## config.mk

```make
export PLATFORM = sky130hd
export DESIGN_NAME = spike_gen_prog_assembler
export DESIGN_NICKNAME = d
export VERILOG_FILES = /design/src/rtl/spike_gen_pkg.sv /design/src/rtl/spike_gen_conf_regs.sv /design/src/rtl/spike_gen_prog_assembler.sv
export SDC_FILE = /design/constraint.sdc
export NUM_CORES = 1
export LEC_CHECK = 0
export ABC_AREA = 1
export CORE_ASPECT_RATIO = 1.5
export CORE_MARGIN = 2
export CORE_UTILIZATION = 50
export CTS_CLUSTER_SIZE = 25
export DETAILED_ROUTE_END_ITERATION = 7
export GPL_TIMING_DRIVEN = 0
export PLACE_DENSITY = 0.8
export SYNTH_ARGS = -nofsm -noshare
export SYNTH_HDL_FRONTEND = slang
export SYNTH_SLANG_ARGS = --single-unit
```

## constraint.sdc

```tcl
create_clock -name clk -period 4.3 [get_ports clk]
set_input_delay 0.86 -clock clk [delete_from_list [all_inputs] [get_ports clk]]
set_output_delay 0.86 -clock clk [all_outputs]
set_load 0.01 [all_outputs]
```

## src/rtl/spike_gen_pkg.sv

```systemverilog
// spike_gen_pkg: shared host codes, FSM states and programming field bundle for the spike generator front end
package spike_gen_pkg;
    typedef enum logic [1:0] {PROG, GENS_USED, GEN_EN, ABORT} host_code_t;
    typedef enum logic {COLLECT, EMIT} state_t;
    localparam int NChunks = 4;
    typedef struct packed {
        logic [15:0] gen_idx;
        logic [15:0] period;
        logic [15:0] ticks;
        logic [15:0] tag;
    } prog_fields_t;
    function automatic logic [15:0] zext(input logic [15:0] d, input int w);
        return d & 16'((17'(1) << w) - 17'(1));
    endfunction
endpackage

```

## src/rtl/spike_gen_conf_regs.sv

```systemverilog
// spike_gen_conf_regs: gens_used / gens_en conf registers and the saturating drop counter
module spike_gen_conf_regs
    import spike_gen_pkg::*;
#(
    parameter int Ngens = 8,
    parameter int Nerr = 8,
    localparam int NgenIdx = $clog2(Ngens)
) (
    input  logic               clk,
    input  logic               reset,
    input  logic               we,
    input  host_code_t         code,
    input  logic [15:0]        data,
    input  logic               drop,
    output logic [NgenIdx:0]   gens_used,
    output logic [Ngens-1:0]   gens_en,
    output logic [Nerr-1:0]    err_ct
);
    logic bad_en;
    assign bad_en = we && code == GEN_EN && data[14:0] >= 15'(Ngens);
    always_ff @(posedge clk or posedge reset) begin
        if (reset) begin
            gens_used <= '0;
            gens_en <= '0;
            err_ct <= '0;
        end else begin
            if (we && code == GENS_USED)
                gens_used <= data >= 16'(Ngens) ? (NgenIdx+1)'(Ngens) : data[NgenIdx:0];
            if (we && code == GEN_EN && !bad_en)
                gens_en[data[NgenIdx-1:0]] <= data[15];
            if ((drop || bad_en) && err_ct != '1)
                err_ct <= err_ct + Nerr'(1);
        end
    end
endmodule

```

## src/rtl/spike_gen_prog_assembler.sv

```systemverilog
// spike_gen_prog_assembler: assembles 4 PROG chunks into one generator programming transaction and applies conf writes
module spike_gen_prog_assembler
    import spike_gen_pkg::*;
#(
    parameter int Ngens = 8,
    parameter int Nperiod = 16,
    parameter int Ntag = 11,
    parameter int Nerr = 8,
    localparam int NgenIdx = $clog2(Ngens)
) (
    input  logic               clk,
    input  logic               reset,
    input  logic               in_v,
    output logic               in_a,
    input  logic [17:0]        in_d,
    output logic               prog_v,
    input  logic               prog_a,
    output logic [NgenIdx-1:0] prog_gen_idx,
    output logic [Nperiod-1:0] prog_period,
    output logic [Nperiod-1:0] prog_ticks,
    output logic [Ntag-1:0]    prog_tag,
    output logic [NgenIdx:0]   gens_used,
    output logic [Ngens-1:0]   gens_en,
    output logic [Nerr-1:0]    err_ct
);
    state_t state, state_nx;
    logic [1:0] chunk_ct, chunk_nx;
    prog_fields_t f, f_nx;
    logic xfer, prog_w, last, drop;
    host_code_t code;
    logic [15:0] data;
    assign code = host_code_t'(in_d[17:16]);
    assign data = in_d[15:0];
    assign xfer = in_v && in_a;
    assign in_a = state == COLLECT;
    assign prog_v = state == EMIT;
    // gen_idx keeps the full data word so out-of-range indices can be detected and dropped
    assign prog_gen_idx = NgenIdx'(f.gen_idx);
    assign prog_period = Nperiod'(f.period);
    assign prog_ticks = Nperiod'(f.ticks);
    assign prog_tag = Ntag'(f.tag);
    always_comb begin
        prog_w = xfer && code == PROG;
        last = chunk_ct == 2'(NChunks - 1);
        drop = prog_w && last && f.gen_idx >= 16'(Ngens);
        f_nx.gen_idx = prog_w && chunk_ct == 2'd0 ? data : f.gen_idx;
        f_nx.period = prog_w && chunk_ct == 2'd1 ? zext(data, Nperiod) : f.period;
        f_nx.ticks = prog_w && chunk_ct == 2'd2 ? zext(data, Nperiod) : f.ticks;
        f_nx.tag = prog_w && chunk_ct == 2'd3 ? zext(data, Ntag) : f.tag;
        chunk_nx = xfer && code == ABORT ? 2'd0 : prog_w ? chunk_ct + 2'd1 : chunk_ct;
        state_nx = state == EMIT ? (prog_a ? COLLECT : EMIT) : (prog_w && last && !drop ? EMIT : COLLECT);
    end
    always_ff @(posedge clk or posedge reset) begin
        if (reset) begin
            state <= COLLECT;
            chunk_ct <= '0;
            f <= '0;
        end else begin
            state <= state_nx;
            chunk_ct <= chunk_nx;
            f <= f_nx;
        end
    end
    spike_gen_conf_regs #(.Ngens(Ngens), .Nerr(Nerr)) u_conf (
        .clk(clk),
        .reset(reset),
        .we(xfer),
        .code(code),
        .data(data),
        .drop(drop),
        .gens_used(gens_used),
        .gens_en(gens_en),
        .err_ct(err_ct)
    );
endmodule

```

==> results.py <==
metrics = {
    "clocking": {
        "clk_pin_slew_worst_paths_ns": 0.06,
        "cts_made_buffers": 9,
        "tritoncts": "done",
        "ctsRootBufferMaster": "clkbuf_16",
        "cts.sinks": 82,
        "clk_latency_ns": 0.34,
        "cts_resized": 0,
        "cts_hold_buf": 0,
        "post-cts-setup-buffer-count": 0,
        "clockBufferDepth": 2,
        "htree_levels": 3,
    },
    "floorplan": {
        "rows": 39,
        "core_area_mm2": 0.00766,
        "initial_core_util_pct": 51.6,
        "dieHeight_um": 113,
        "die_w_um": 76.6,
        "ios": 90,
        "dieArea_mm2": 0.00864,
    },
    "power": {
        "vdd_drop_max_mv": 0.381,
        "switchingPower_mw": 0.877,
        "cellLeakagePower_nw": 2.53,
        "p_seq_share_pct": 37.7,
        "comb_power_share_pct": 37.2,
        "swShare_pct": 28.2,
        "internal-power_mw": 2.23,
        "cellPowerDensity_mw_per_mm2": 587,
        "p_clk_share_pct": 25.1,
    },
    "detailed_routing": {
        "num_vias": 3279,
        "post_drt_wl_per_cell_um": 13.4,
        "drt_iter0_drc": 236,
        "ant_nets": 0,
        "drcViolationCount": 0,
        "wl_um": 8990,
        "avgViaCountPerCell": 4.90,
        "drt-pass1-iter-count": 4,
    },
    "setup_path": {
        "arrival_ns": 2.45,
        "path_buf_inv": 3,
        "cp.required_ns": 4.52,
        "critPathMaxStageDelay_ns": 0.60,
        "worstSetupStartpointType": "input port",
        "end_kind": "flop",
        "reg2reg_slack_ns": 2.65,
        "path_cells": "clkdlybuf4s50_1, inv_1, nor3_1, inv_1, nand2_1, o21ai_0",
        "crit_path_top_delay_cell": "nor3_1",
        "cp_top_family": "buffers and inverters",
        "crit_top_cell": "inv_1",
        "crit_type": "in -> reg",
        "cp_max_fo": 6,
    },
    "global_route": {
        "grt_use_met3_pct": 6.46,
        "globalRoute.busiestLayer": "met2",
        "use_met2_pct": 39.2,
        "antenna_found_initial": 0,
        "grt_pass1_vias": 3409,
        "grt_max_degree": 74,
        "grt_pass1_wl_um": 15600,
        "grtUsageMet1_pct": 27.1,
        "grt_util_all_layers_pct": 22.7,
        "overflow": 0,
    },
    "logic_synthesis": {
        "avgSynthCellArea_um2": 8.55,
        "synth_seq_cells": 82,
        "synth_cells": 462,
        "synth_top_family_by_area": "simple AND/OR/NAND/NOR gates",
        "synthMuxAreaShare_pct": 0,
        "synthAdderAreaFrac_pct": 1.58,
        "yosys_warnings": 0,
        "netlist_area_mm2": 0.00395,
        "async_reset_ff_share_pct": 100,
        "yosysMostFrequentCell": "nand2_1",
        "synth_common_cells": "nand2_1 (148), dfrtp_1 (82), o21ai_0 (58), buf_4 (46), nor2_1 (27)",
        "synth_cell_types": 25,
        "syn_nets": 489,
        "yosys.area_share.simple_pct": 22.4,
        "synth_compound_area_share_pct": 10.4,
        "netlist.area_leader.share_pct": 51.9,
        "synth-main-ff-cell": "dfrtp_1",
        "synth.yosys.seq_area_share_pct": 51.9,
        "synth_edf_count": 0,
        "synth_xor_area_share_pct": 1.11,
        "yosysTopAreaCell": "dfrtp_1",
        "synthTopCellsByArea": "dfrtp_1 (52%), nand2_1 (14%), buf_4 (8.7%)",
    },
    "placement": {
        "place_congestion": 0.843,
        "hpwl_um": 6510,
        "dpl.cell_count": 654,
        "portBuffers": 89,
    },
    "min_path": {
        "hold_class": "reg -> reg",
    },
    "layout": {
        "nNetsFinal": 590,
        "drive_gt1_share_pct": 14.5,
        "final_cell_count_no_fill": 669,
        "diodes": 0,
        "areaGrowthSynthToFinish_pct": 34.3,
        "nFillCells": 624,
    },
    "timing": {
        "slew_viol_final": 0,
        "period_share_pct": 52.0,
        "relSlewSlack_pct": 52.6,
        "clock.fmax_mhz": 447,
        "setup_tns_ns": 0,
        "setup_viol": 0,
        "hold_viol": 0,
        "skew_ns": 0.00611,
        "tightest_slew_ns": 0.706,
        "fin_crit_ns": 2.24,
        "rsz0062_at_grt": "false",
    },
    "outcome": {
        "status": "completed",
    },
    "flow_run": {
        "cap_violations": 0,
    },
}
## layer usage
metal	wire length (um)	up-vias	share of wire, %
li1	-	1623	-
met4	166	0	1.8
met2	4650	105	52
met3	519	18	5.8
met5	0	-	0
met1	3660	1533	41
## cells by family (layout without fill, tap and decap cells)
group                    after synthesis  count (layout)
AND/OR/NAND/NOR                      212             212
AO/OA/AOI/OAI                         74              74
XOR/XNOR                               5               5
buffers and inverters                 84             189
adder cells (fa/ha/maj)                5               5
flip-flops                            82              82
## flip-flops by register name, summed over array words and instances, names as in the netlist
register,flops
prog_tag,11
u_conf.gens_en,8
f,13
u_conf.err_ct,8
prog_ticks,16
prog_v,1
u_conf.gens_used,4
prog_period,16
chunk_ct,2
prog_gen_idx,3
## final timing paths
path / start / end / cells past startpoint
max: in_d[16] / u_conf.gens_used[1]$_DFFE_PP0P_ / 6
min: prog_tag[0]$_DFFE_PP0P_ / prog_tag[0]$_DFFE_PP0P_ / 1
max reg2reg: chunk_ct[0]$_DFFE_PP0P_ / f[63]$_DFFE_PP0P_ / 7
min reg2reg: prog_tag[0]$_DFFE_PP0P_ / prog_tag[0]$_DFFE_PP0P_ / 1
max in group asynchronous: reset / prog_period[12]$_DFFE_PP0P_ / 3
min in group asynchronous: reset / u_conf.err_ct[7]$_DFFE_PP0P_ / 2
## layout by cell type, fill, tap and decap left out
cell / count
xor2_1: 3
buf_2: 8
clkbuf_16: 9
nand2_2: 2
nor2_2: 2
bufinv_16: 1
clkinv_2: 2
or2_2: 1
nor3_4: 1
nand3_2: 2
o21ai_0: 58
ha_1: 5
clkbuf_8: 3
a31oi_1: 1
inv_1: 20
dfrtp_1: 82
nor3_1: 2
buf_4: 46
nand2_4: 2
nor2_1: 27
clkdlybuf4s50_1: 89
inv_4: 1
nand4_1: 1
buf_16: 1
xnor2_1: 2
or2_1: 1
inv_2: 1
nand2_1: 148
o21a_1: 15
clkbuf_1: 8
nand3_1: 23
## cell type report
class	instances	area, um2	area share, %
flip-flops and latches	82	2050	38.7
multi-input cells	296	1400	26.4
repair buffers	90	918	17.3
plain buffers	61	412	7.76
clock buffers	13	270	5.09
well taps	102	128	2.41
inverters	23	90.1	1.70
clock inverters	2	35.0	0.660
## through the flow
step	worst slack (ns)	cell area (um2)	util, %	hold WS (ns)	total power [mW]
floorplan	1.33	3950	-	0.465	1.81
global placement	0.114	4970	64.9	0.470	2.31
detailed placement	1.76	5000	65.3	0.477	2.35
CTS	2.07	5310	69.2	0.494	3.14
global route	1.94	5310	69.2	0.514	3.31
finish	2.06	5310	69.2	0.491	3.11
## worst reg2reg max path, stage by stage, from the launching register on
cell	delay, ns
dfrtp_1	0.42
inv_1	0.10
ha_1	0.14
inv_1	0.13
nor2_1	0.30
buf_2	0.26
nand2_1	0.07
o21a_1	0.11
## power groups by stage
stage                     clock network, mW  logic (mW)  registers (mW)
after floorplan                           0       0.657            1.15
after global placement                    0        1.13            1.17
after detailed placement                  0        1.17            1.19
after CTS                             0.790        1.17            1.17
after global routing                  0.836        1.27            1.21
final                                 0.781        1.16            1.17
Note: power is estimated with default switching activity, not from simulation.
